--- src/rtl/cpu_intc.sv ---
// Multi-source interrupt controller: edge/level latching, masking and fixed
// lowest-index priority in front of a single CPU intr/int_ack handshake.
module cpu_intc #(
    parameter int N_SRC = 8,
    parameter int ID_W  = 6
) (
    input  logic              sys_clk,
    input  logic              sys_rst,
    input  logic [N_SRC-1:0]  irq_src,
    input  logic              ie,
    input  logic              int_ack,
    output logic              intr,
    output logic [ID_W-1:0]   irq_id,
    input  logic              io_cs,
    input  logic              io_rd,
    input  logic              io_wr,
    input  logic [1:0]        io_addr,
    input  logic [31:0]       io_din,
    output logic [31:0]       io_dout
);

    typedef enum logic [1:0] {
        IDLE    = 2'd0,
        REQ     = 2'd1,
        SERVICE = 2'd2
    } state_t;

    state_t state, state_nxt;

    logic [N_SRC-1:0] pending, pend_nxt;
    logic [N_SRC-1:0] mask, edge_mode;
    logic [N_SRC-1:0] prev_src, edge_p0;
    logic [N_SRC-1:0] mask_eff, candidate, win_onehot, w1c, ack_clr;
    logic [ID_W-1:0]  win_id;
    logic             wr_en, rd_en, ack_take, eoi, cand_any;
    logic [31:0]      rd_data;
    logic             unused_din;

    function automatic logic [ID_W-1:0] lowest_index(input logic [N_SRC-1:0] v);
        lowest_index = ID_W'(N_SRC);
        for (int i = N_SRC - 1; i >= 0; i--) begin
            if (v[i]) lowest_index = ID_W'(i);
        end
    endfunction

    assign unused_din = ^io_din;

    assign wr_en = io_cs & io_wr;
    assign rd_en = io_cs & io_rd;
    assign eoi   = wr_en && (io_addr == 2'd3);

    // A MASK write in flight is forwarded so that a same-cycle ACK or
    // withdrawal already sees the new mask.
    assign mask_eff   = (wr_en && io_addr == 2'd1) ? io_din[N_SRC-1:0] : mask;
    assign candidate  = pending & mask_eff;
    assign cand_any   = |candidate;
    assign win_onehot = candidate & (~candidate + N_SRC'(1));
    assign win_id     = lowest_index(candidate);

    assign ack_take = (state == REQ) && int_ack;
    assign w1c      = (wr_en && io_addr == 2'd0) ? (io_din[N_SRC-1:0] & edge_mode) : '0;
    assign ack_clr  = ack_take ? (win_onehot & edge_mode) : '0;

    // A new edge outranks any clear landing in the same cycle.
    assign pend_nxt = (edge_mode & (edge_p0 | (pending & ~w1c & ~ack_clr)))
                    | (~edge_mode & irq_src);

    always_comb begin
        rd_data = '0;
        case (io_addr)
            2'd0:    rd_data = 32'(pending);
            2'd1:    rd_data = 32'(mask);
            2'd2:    rd_data = 32'(edge_mode);
            default: rd_data = {state, 30'(irq_id)};
        endcase
    end

    always_comb begin
        state_nxt = state;
        case (state)
            IDLE: begin
                if (ie && cand_any) state_nxt = REQ;
            end
            REQ: begin
                if (ack_take)              state_nxt = SERVICE;
                else if (!ie || !cand_any) state_nxt = IDLE;
            end
            SERVICE: begin
                if (eoi) state_nxt = IDLE;
            end
            default: state_nxt = IDLE;
        endcase
    end

    always_ff @(posedge sys_clk) begin
        if (sys_rst) begin
            state <= IDLE;
            intr  <= 1'b0;
        end else begin
            state <= state_nxt;
            intr  <= (state_nxt == REQ);
        end
    end

    always_ff @(posedge sys_clk) begin
        if (sys_rst) begin
            pending   <= '0;
            mask      <= '0;
            edge_mode <= '0;
            prev_src  <= '0;
            edge_p0   <= '0;
            irq_id    <= '0;
            io_dout   <= '0;
        end else begin
            // Stage p0: registered rising-edge detect, then PENDING update.
            prev_src <= irq_src;
            edge_p0  <= irq_src & ~prev_src;
            pending  <= pend_nxt;
            if (wr_en && io_addr == 2'd1) mask      <= io_din[N_SRC-1:0];
            if (wr_en && io_addr == 2'd2) edge_mode <= io_din[N_SRC-1:0];
            if (ack_take) irq_id <= win_id;
            if (rd_en)    io_dout <= rd_data;
        end
    end

endmodule

--- config.mk ---
export PLATFORM = sky130hd
export DESIGN_NAME = cpu_intc
export DESIGN_NICKNAME = d
export VERILOG_FILES = /design/src/rtl/cpu_intc.sv
export SDC_FILE = /design/constraint.sdc
export NUM_CORES = 1
export LEC_CHECK = 0
export BUFFER_PORTS_ARGS = -buffer_cell sky130_fd_sc_hd__clkbuf_2
export CAP_MARGIN = 20
export CELL_PAD_IN_SITES_DETAIL_PLACEMENT = 1
export CELL_PAD_IN_SITES_GLOBAL_PLACEMENT = 1
export CORE_MARGIN = 5
export CORE_UTILIZATION = 40
export DETAILED_ROUTE_END_ITERATION = 8
export PLACE_DENSITY = 0.92
export SETUP_SLACK_MARGIN = 0.05
export SYNTH_ARGS = -nofsm -noshare
export SYNTH_HDL_FRONTEND = slang
export SYNTH_SLANG_ARGS = --single-unit
--- constraint.sdc ---
create_clock -name sys_clk -period 2.4 [get_ports sys_clk]
set_input_delay 0.24 -clock sys_clk [delete_from_list [all_inputs] [get_ports sys_clk]]
set_output_delay 0.24 -clock sys_clk [all_outputs]
set_load 0.01 [all_outputs]
* Word-level counts from Yosys, hierarchy flattened
Cells that the tools add are included. W data, S select, Z words.
Word-level totals: bits in registers 81, input port bits 49, output and inout bits 39, word-level logic and storage cells 63
Cells by class: add/subtract/negate cells 1, equality and inequality tests 6, muxes and demuxes 17, bitwise gates (word level) 18, reductions and logical operators 12
Operators with widths (count):
- $pmux W32 S3 | 1
- $and A8 B8 Y8 | 9
- $mux W6 | 7
- $not A8 Y8 | 5
- $mux W8 | 3
- $or A8 B8 Y8 | 2
- $add A8 B1 Y8 const B | 1
- $mux W2 | 4
- $reduce_or A8 Y1 | 1
- $eq A2 B1 Y1 const B | 3
- $eq A2 B2 Y1 const B | 3
- $logic_and A1 B1 Y1 | 6
- $pmux W2 S3 | 1
- $logic_not A2 Y1 | 2
- $mux W4 | 1
- $and A1 B1 Y1 | 2
- $logic_not A1 Y1 | 2
- $logic_or A1 B1 Y1 | 1

* Logic depth before layout (Yosys ltp)
Gate-level depths: netlist of the first run.
depth after elaboration 14, mapped depth 8

* Worst setup path before layout of the first run
Ideal clock, no wire load.
kind in2reg, from in io_addr[0], to reg irq_id[2], library setup time 132 ps, arrival 1445 ps, data required time 2268 ps, slack 823 ps, stages on the path 7, buffers on the path 2, path through buf_4 and4b_1 buf_6 and3_4 a311o_1 o211ai_1 a21oi_1
On the way: longest elaborated chain between the ends 12
Ends and longest elaborated chain:
- start, declared | RTL line 17 | input logic [1:0] io_addr,
- $eq A2 B1 Y1 (*) | RTL line 54 | assign mask_eff = (wr_en && io_addr == 2'd1) ? io_din[N_SRC-1:0] : mask;
- $logic_and A1 B1 Y1 (*) | RTL line 54
- $mux W8 (*)
- $and A8 B8 Y8 (*) | RTL line 55 | assign candidate = pending & mask_eff;
- $mux W4 | RTL line 42 | if (v[i]) lowest_index = ID_W'(i);
- $mux W6 (6 in a row) | RTL line 42
- $mux W6 (*) | RTL line 42
- end signal, assigned | RTL line 121 | if (ack_take) irq_id <= win_id;
- end, declared | RTL line 13 | output logic [ID_W-1:0] irq_id,
Mark *: on every way between the ends. The rest lies on a longest branch, timed or not. A chain may end at the register's enable or synchronous reset.

* Final worst setup path of the first run
from reg pending[0], to reg pending[5]
On the way: longest elaborated chain between the ends 11
Ends and longest elaborated chain:
- start, declared | RTL line 30 | logic [N_SRC-1:0] pending, pend_nxt;
- start signal, assigned | RTL line 118 | pending <= pend_nxt;
- $and A8 B8 Y8 | RTL line 55
- $not A8 Y8 | RTL line 57 | assign win_onehot = candidate & (~candidate + N_SRC'(1));
- $add A8 B1 Y8 | RTL line 57
- $and A8 B8 Y8 | RTL line 57
- $and A8 B8 Y8 | RTL line 62 | assign ack_clr = ack_take ? (win_onehot & edge_mode) : '0;
- $mux W8 | RTL line 62
- $not A8 Y8 | RTL line 65 | assign pend_nxt = (edge_mode & (edge_p0 | (pending & ~w1c & ~ack_clr)))
- $and A8 B8 Y8 | RTL line 65
- $or A8 B8 Y8 | RTL line 65
- $and A8 B8 Y8 | RTL line 65
- $or A8 B8 Y8 | RTL line 66 | | (~edge_mode & irq_src);
Every way passes these cells.

==> reports/qor.csv, run 1 <==
metric,value,unit
status,completed,
synth top area cells,"dfxtp_1 41%, buf_4 6.7%, nand2_1 5.8%",
sw power,533,uW
Logic pwr share,10.5,%
TritonCTS Buffers,9,
Synth Warn #,0,
Die Height,93.7,microns
Setup TNS Final,0,ns
clock power share,40.1,%
CP Launch Point,pending[0],
drt pass-1 iters,5,
CP Capture Type,register,
post-synth top area cell,dfxtp_1,
core footprint,0.00679,sq mm
synthesized instance count,320,
initial antenna violation count,0,
mean area per synthesized cell,8.76,sq um
Setup Viol. Count Final,0,
Wirelength per Cell,16.5,microns
Fmax,603,MHz
ys flop type,dfxtp_1,
vias in the first global route,2479,
fin util,46.9,%
async set-reset flop share out of synthesis,0,%
critical hold path startpoint,irq_src[0],
VDD IR max,237,uV
Synth top area share,40.7,%
"count leader, synth",dfxtp_1,
post_cts resized,0,
Sw Share,26.0,%
CTS HTree Levels,3,
largest net degree at the start of global routing,23,
Final Net Count,413,
DR vias,2452,
IO buf count,39,
Starting DRT DRC Count,99,
Setup crit start kind,register,
first-pass GRT wire length,12.3,mm
CTS tree,yes,
DIE AREA,0.00878,sq mm
RePlAce Congestion,0.855,
layout cells sized above 1,20.7,%
GRT Overall Usage,18.2,%
Vias/cell,5.28,
DRT antenna net count,0,
Worst-Margin Slew,0.501,ns
Antenna Diode Count,0,
Post-synth top cells,"57 x dfxtp_1, 43 x nand2_1, 33 x nor2_1",
dpl hpwl,5.72,mm
hold_buf cts,0,
final hold vios,0,
internal power,1.52,mW
Power Density,644,mW/mm^2
Area growth syn-to-layout,13.6,%
unique cell type count in the Yosys netlist,50,
min-delay worst type,in -> reg,
Reg2Reg Launch Point,pending[0],
io pins,88,
grt total ovfl,0,
Relative slew margins,66.5,%
final number of max-transition violations,0,
CTS Sinks,57,
Critical-path top delay cell,dfxtp_1,
leak pwr,1.31,nW
sequential share of power,49.4,%
Crit Path Max Fanout,5,
Tcrit/Tclk final,69.1,%
clock transition at the registers of the reported paths,0.07,ns
CP required,2.61,ns
"Seq/Total Area, Yosys",40.7,%
DRT Wirelength,7.64,mm
largest stage delay on the critical path,0.36,ns
Die Wd,93.7,microns
Syn Std Cell Area,0.00280,sq mm
CP cell instances,"a22o_1, or2_2, a21oi_1, and2_4, a2111oi_4",
Initial Util,41.3,%
Post-synth EDFFs,0,
Arrival @ worst endpoint,1.87,ns
Post-Place Cells,449,
Post-Layout Cell Count,464,
Worst-Skew Late Latency,0.34,ns
Residual DRC,0,
Setup Crit Path Kind,reg -> reg,
synthesized flop and latch total,57,
Root Buffer,clkbuf_8,
min Tclk post-route,1.66,ns
Setup Buffers After CTS,0,
worst clock skew,0.00845,ns
unrepaired setup endpoints after global routing,no,
CTS max path bufs,2,
row count,30,
Max Cap Viol,0,
-- critical path: cells and delay by family (launching register included) --
family	cells	cell delay, ns
AO/OA/AOI/OAI	3	0.60
AND/OR/NAND/NOR	2	0.57
flip-flops	1	0.36
-- placed cells by master, fill, tap and decap left out, types with 4 or more instances in the layout --
cell type  count
clkbuf_8      12
dfxtp_1       57
a22oi_1        4
and3_1         6
nand2b_1       6
conb_1        24
buf_4          6
nor2_1        33
o22ai_1        4
nor2b_1       20
mux2i_1       10
inv_1          4
nor3_1         6
a21oi_1       20
nand2_1       43
clkbuf_2      39
a31oi_1        5
nand3_1        4
a211oi_1      11
o21ai_0       10
-- power groups by stage --
stage | Sequential, mW | Combinational [mW] | Clock, mW
finish | 1.01 | 0.215 | 0.821
global route | 1.02 | 0.238 | 0.884
CTS | 1.01 | 0.214 | 0.838
detailed placement | 1.03 | 0.213 | 0
global placement | 1.03 | 0.204 | 0
floorplan | 1.03 | 0.164 | 0
-- state kept, by name, summed over array words and instances (netlist names), 2 cells and up --
| name | flops |
|---|---|
| irq_id | 4 |
| edge_mode | 8 |
| pending | 8 |
| prev_src | 8 |
| mask | 8 |
| io_dout | 10 |
| state | 2 |
| edge_p0 | 8 |
-- path summary, 6_finish.rpt --
kind / cells past startpoint / slack [ns] / to
worst max-delay path: 5 / 0.74 / pending[5]
worst min-delay path: 2 / 0.16 / prev_src[0]
worst max register to register: 5 / 0.74 / pending[5]
worst min register to register: 1 / 0.39 / edge_p0[5]
-- kinds of logic (layout without fill, tap and decap cells) --
family | count (synthesis) | in the layout | share of synthesized area (%)
buffers and inverters | 39 | 64 | 9.37
other | 1 | 24 | 0.134
AND/OR/NAND/NOR | 132 | 132 | 23.7
flip-flops | 57 | 57 | 40.7
multiplexers | 14 | 14 | 5.71
AO/OA/AOI/OAI | 77 | 77 | 20.4
-- metal layers --
layer,track usage (%),share of wire [%],vias to the layer above,wire length [microns]
met4,10.7,3.3,0,253
met2,29.9,47,69,3590
met3,3.29,4.3,22,327
li1,-,-,1173,-
met5,0,0,-,0
met1,22.0,45,1188,3470
-- final cells by class --
class,instances,area (sq um)
clock inverter,2,12.5
sequential,57,1140
inverter,4,15.0
tap,96,120
timing repair buffer,45,240
fill,834,3610
multi-input combinational,247,1490
clock buffer,13,169
-- per-stage QoR --
stage / hold slack, ns / instance area (sq um) / power [mW] / setup WS [ns]
after global routing: 0.159 / 3180 / 2.14 / 0.634
after CTS: 0.148 / 3180 / 2.07 / 0.779
final: 0.162 / 3180 / 2.05 / 0.742
after global placement: 0.371 / 3000 / 1.24 / 0.509
after detailed placement: 0.382 / 3000 / 1.25 / 0.436
after floorplan: 0.319 / 2890 / 1.19 / 0.823
(Power assumes the default switching activity.)
==> run 2, diff against run 1 <==
Settings changed: CORE_UTILIZATION 40 to 37, PLACE_DENSITY 0.92 to 0.86.
Clock period 2.4 ns to 1.6 ns, I/O delays scaled along.
==> reports/qor.csv, run 2 (synthesized netlist as in run 1, its figures left out) <==
metric,value,unit,change
Starting DRT DRC Count,109,,+10%
final hold vios,0,,unchanged
Power Density,897,mW/mm^2,+39%
vias in the first global route,2570,,+3.7%
Final Net Count,430,,+4.1%
Die Wd,97.1,microns,+3.5%
Wirelength per Cell,15.9,microns,-3.2%
placed inst area,0.00314,sq mm,+4.5%
DRT antenna net count,0,,unchanged
io pins,88,,unchanged
Worst-Skew Late Latency,0.34,ns,about the same
Fmax,682,MHz,+13%
layout cells sized above 1,24.6,%,+4.0 points
Setup crit start kind,register,,
final number of max-transition violations,0,,unchanged
Root Buffer,clkbuf_8,,
CTS max path bufs,2,,unchanged
most flop-heavy register,io_dout,,
min-delay worst type,in -> reg,,
VDD IR max,405,uV,+71%
largest net degree at the start of global routing,42,,+83%
Post-Place Cells,468,,+4.2%
worst clock skew,0.00665,ns,-0.00179 ns
CTS Sinks,57,,unchanged
post-place setup slack,-0.0805,ns,-0.517 ns
unrepaired setup endpoints after global routing,yes,,
final instance area,0.00331,sq mm,+4.1%
CP Capture Type,register,,
grt total ovfl,0,,unchanged
row count,31,,+3.3%
status,completed,,
first-pass GRT wire length,12.7,mm,+3.1%
number of flip-flops under the largest register name,10,,unchanged
CTS tree,yes,,
Max Cap Viol,0,,unchanged
TritonCTS Buffers,9,,unchanged
min Tclk post-route,1.47,ns,-0.191 ns
Reg2Reg Launch Point,pending[0],,
IO buf count,39,,unchanged
Die Height,97.1,microns,+3.5%
Post-Layout Cell Count,485,,+4.5%
initial antenna violation count,0,,unchanged
DRT Wirelength,7.73,mm,+1.2%
GRT Overall Usage,16.8,%,-1.4 points
Area growth syn-to-layout,18.2,%,
most frequent cells in the layout,"56 x dfxtp_1, 43 x nand2_1, 39 x clkbuf_2",,
"most common cell after layout, fill and taps aside",dfxtp_1,,
fill count,910,,+9.1%
Initial Util,38.2,%,-3.0 points
DR vias,2484,,+1.3%
Arrival @ worst endpoint,1.68,ns,-0.19 ns
Vias/cell,5.12,,-3.1%
Antenna Diode Count,0,,unchanged
CP Launch Point,pending[0],,
CP required,1.81,ns,-0.80 ns
Setup Crit Path Kind,reg -> reg,,
Residual DRC,0,,unchanged
RePlAce Congestion,0.876,,+2.4%
core footprint,0.00733,sq mm,+7.9%
CTS HTree Levels,3,,unchanged
clock transition at the registers of the reported paths,0.06,ns,about the same
critical hold path startpoint,irq_src[1],,
Tcrit/Tclk final,91.6,%,+23 points
Hold Worst Slack,0.0770,ns,-0.0846 ns
leak pwr,1.39,nW,+6.0%
final worst slack,0.134,ns,-0.609 ns
Setup Viol. Count Final,0,,unchanged
DIE AREA,0.00942,sq mm,+7.2%
dpl hpwl,5.77,mm,+1.0%
drt pass-1 iters,6,,+1
Crit Path Max Fanout,5,,unchanged
==> run 2: cell types whose count changed in the layout (fill, tap and decap cells not counted), moves of 2 or more <==
cell and change:
clkinv_2 +3, clkbuf_8 -3, buf_4 +16, clkbuf_1 +2
==> run 2: layer usage <==
| metal | up-vias | part of all wire (%) | track usage, % |
|---|---|---|---|
| met5 | - | 0 | 0 |
| met1 | 1190 | 44 | 20.1 |
| met2 | 70 | 48 | 27.3 |
| li1 | 1203 | - | - |
| met3 | 21 | 5.8 | 5.03 |
| met4 | 0 | 2.8 | 8.53 |
==> run 2: repair_timing <==
item,in CTS,in global routing
hold buffers,0,0
buffers inserted,0,1
pin swaps,0,1
cloned,0,0
setup endpoints to repair,3,7
resized for setup,1,4
==> run 2: layout make-up <==
type / count / area, sq um / area share, %
Clock buffer: 12 / 135 / 4.08
Multi-Input combinational cell: 247 / 1500 / 45.2
Inverter: 4 / 15.0 / 0.453
Sequential cell: 57 / 1140 / 34.5
Clock inverter: 4 / 20.0 / 0.604
Timing Repair Buffer: 62 / 380 / 11.5
Tap cell: 99 / 124 / 3.74
==> run 2: power breakdown <==
part	total, mW	internal [mW]	switching (mW)
registers	1.52	1.48	0.0423
logic	0.351	0.142	0.209
clock network	1.10	0.551	0.551
total	2.97	2.17	0.802
==> run 2: worst max-delay path: stages, from the launching register on <==
cell and delay [ns]:
dfxtp_2 0.35, a22o_1 0.25, or2_4 0.26, a21oi_2 0.20, and2_4 0.22, a2111oi_4 0.07
==> run 2: worst paths after layout <==
| check | cells past startpoint | slack (ns) | to |
|---|---|---|---|
| hold reg to reg | 1 | 0.38 | edge_p0[4] |
| hold / removal | 2 | 0.08 | prev_src[1] |
| setup reg to reg | 5 | 0.13 | pending[5] |
| setup / recovery | 5 | 0.13 | pending[5] |
==> run 2: metrics by stage <==
stage | TNS, ns | util (%) | power (mW)
2_1_floorplan | 0 | - | 1.79
3_3_place_gp | -0.0785 | 42.8 | 1.88
4_1_cts | 0 | 45.0 | 3.00
5_1_grt | 0 | 45.2 | 3.10
3_5_place_dp | -0.206 | 42.8 | 1.90
6_report | 0 | 45.2 | 2.97
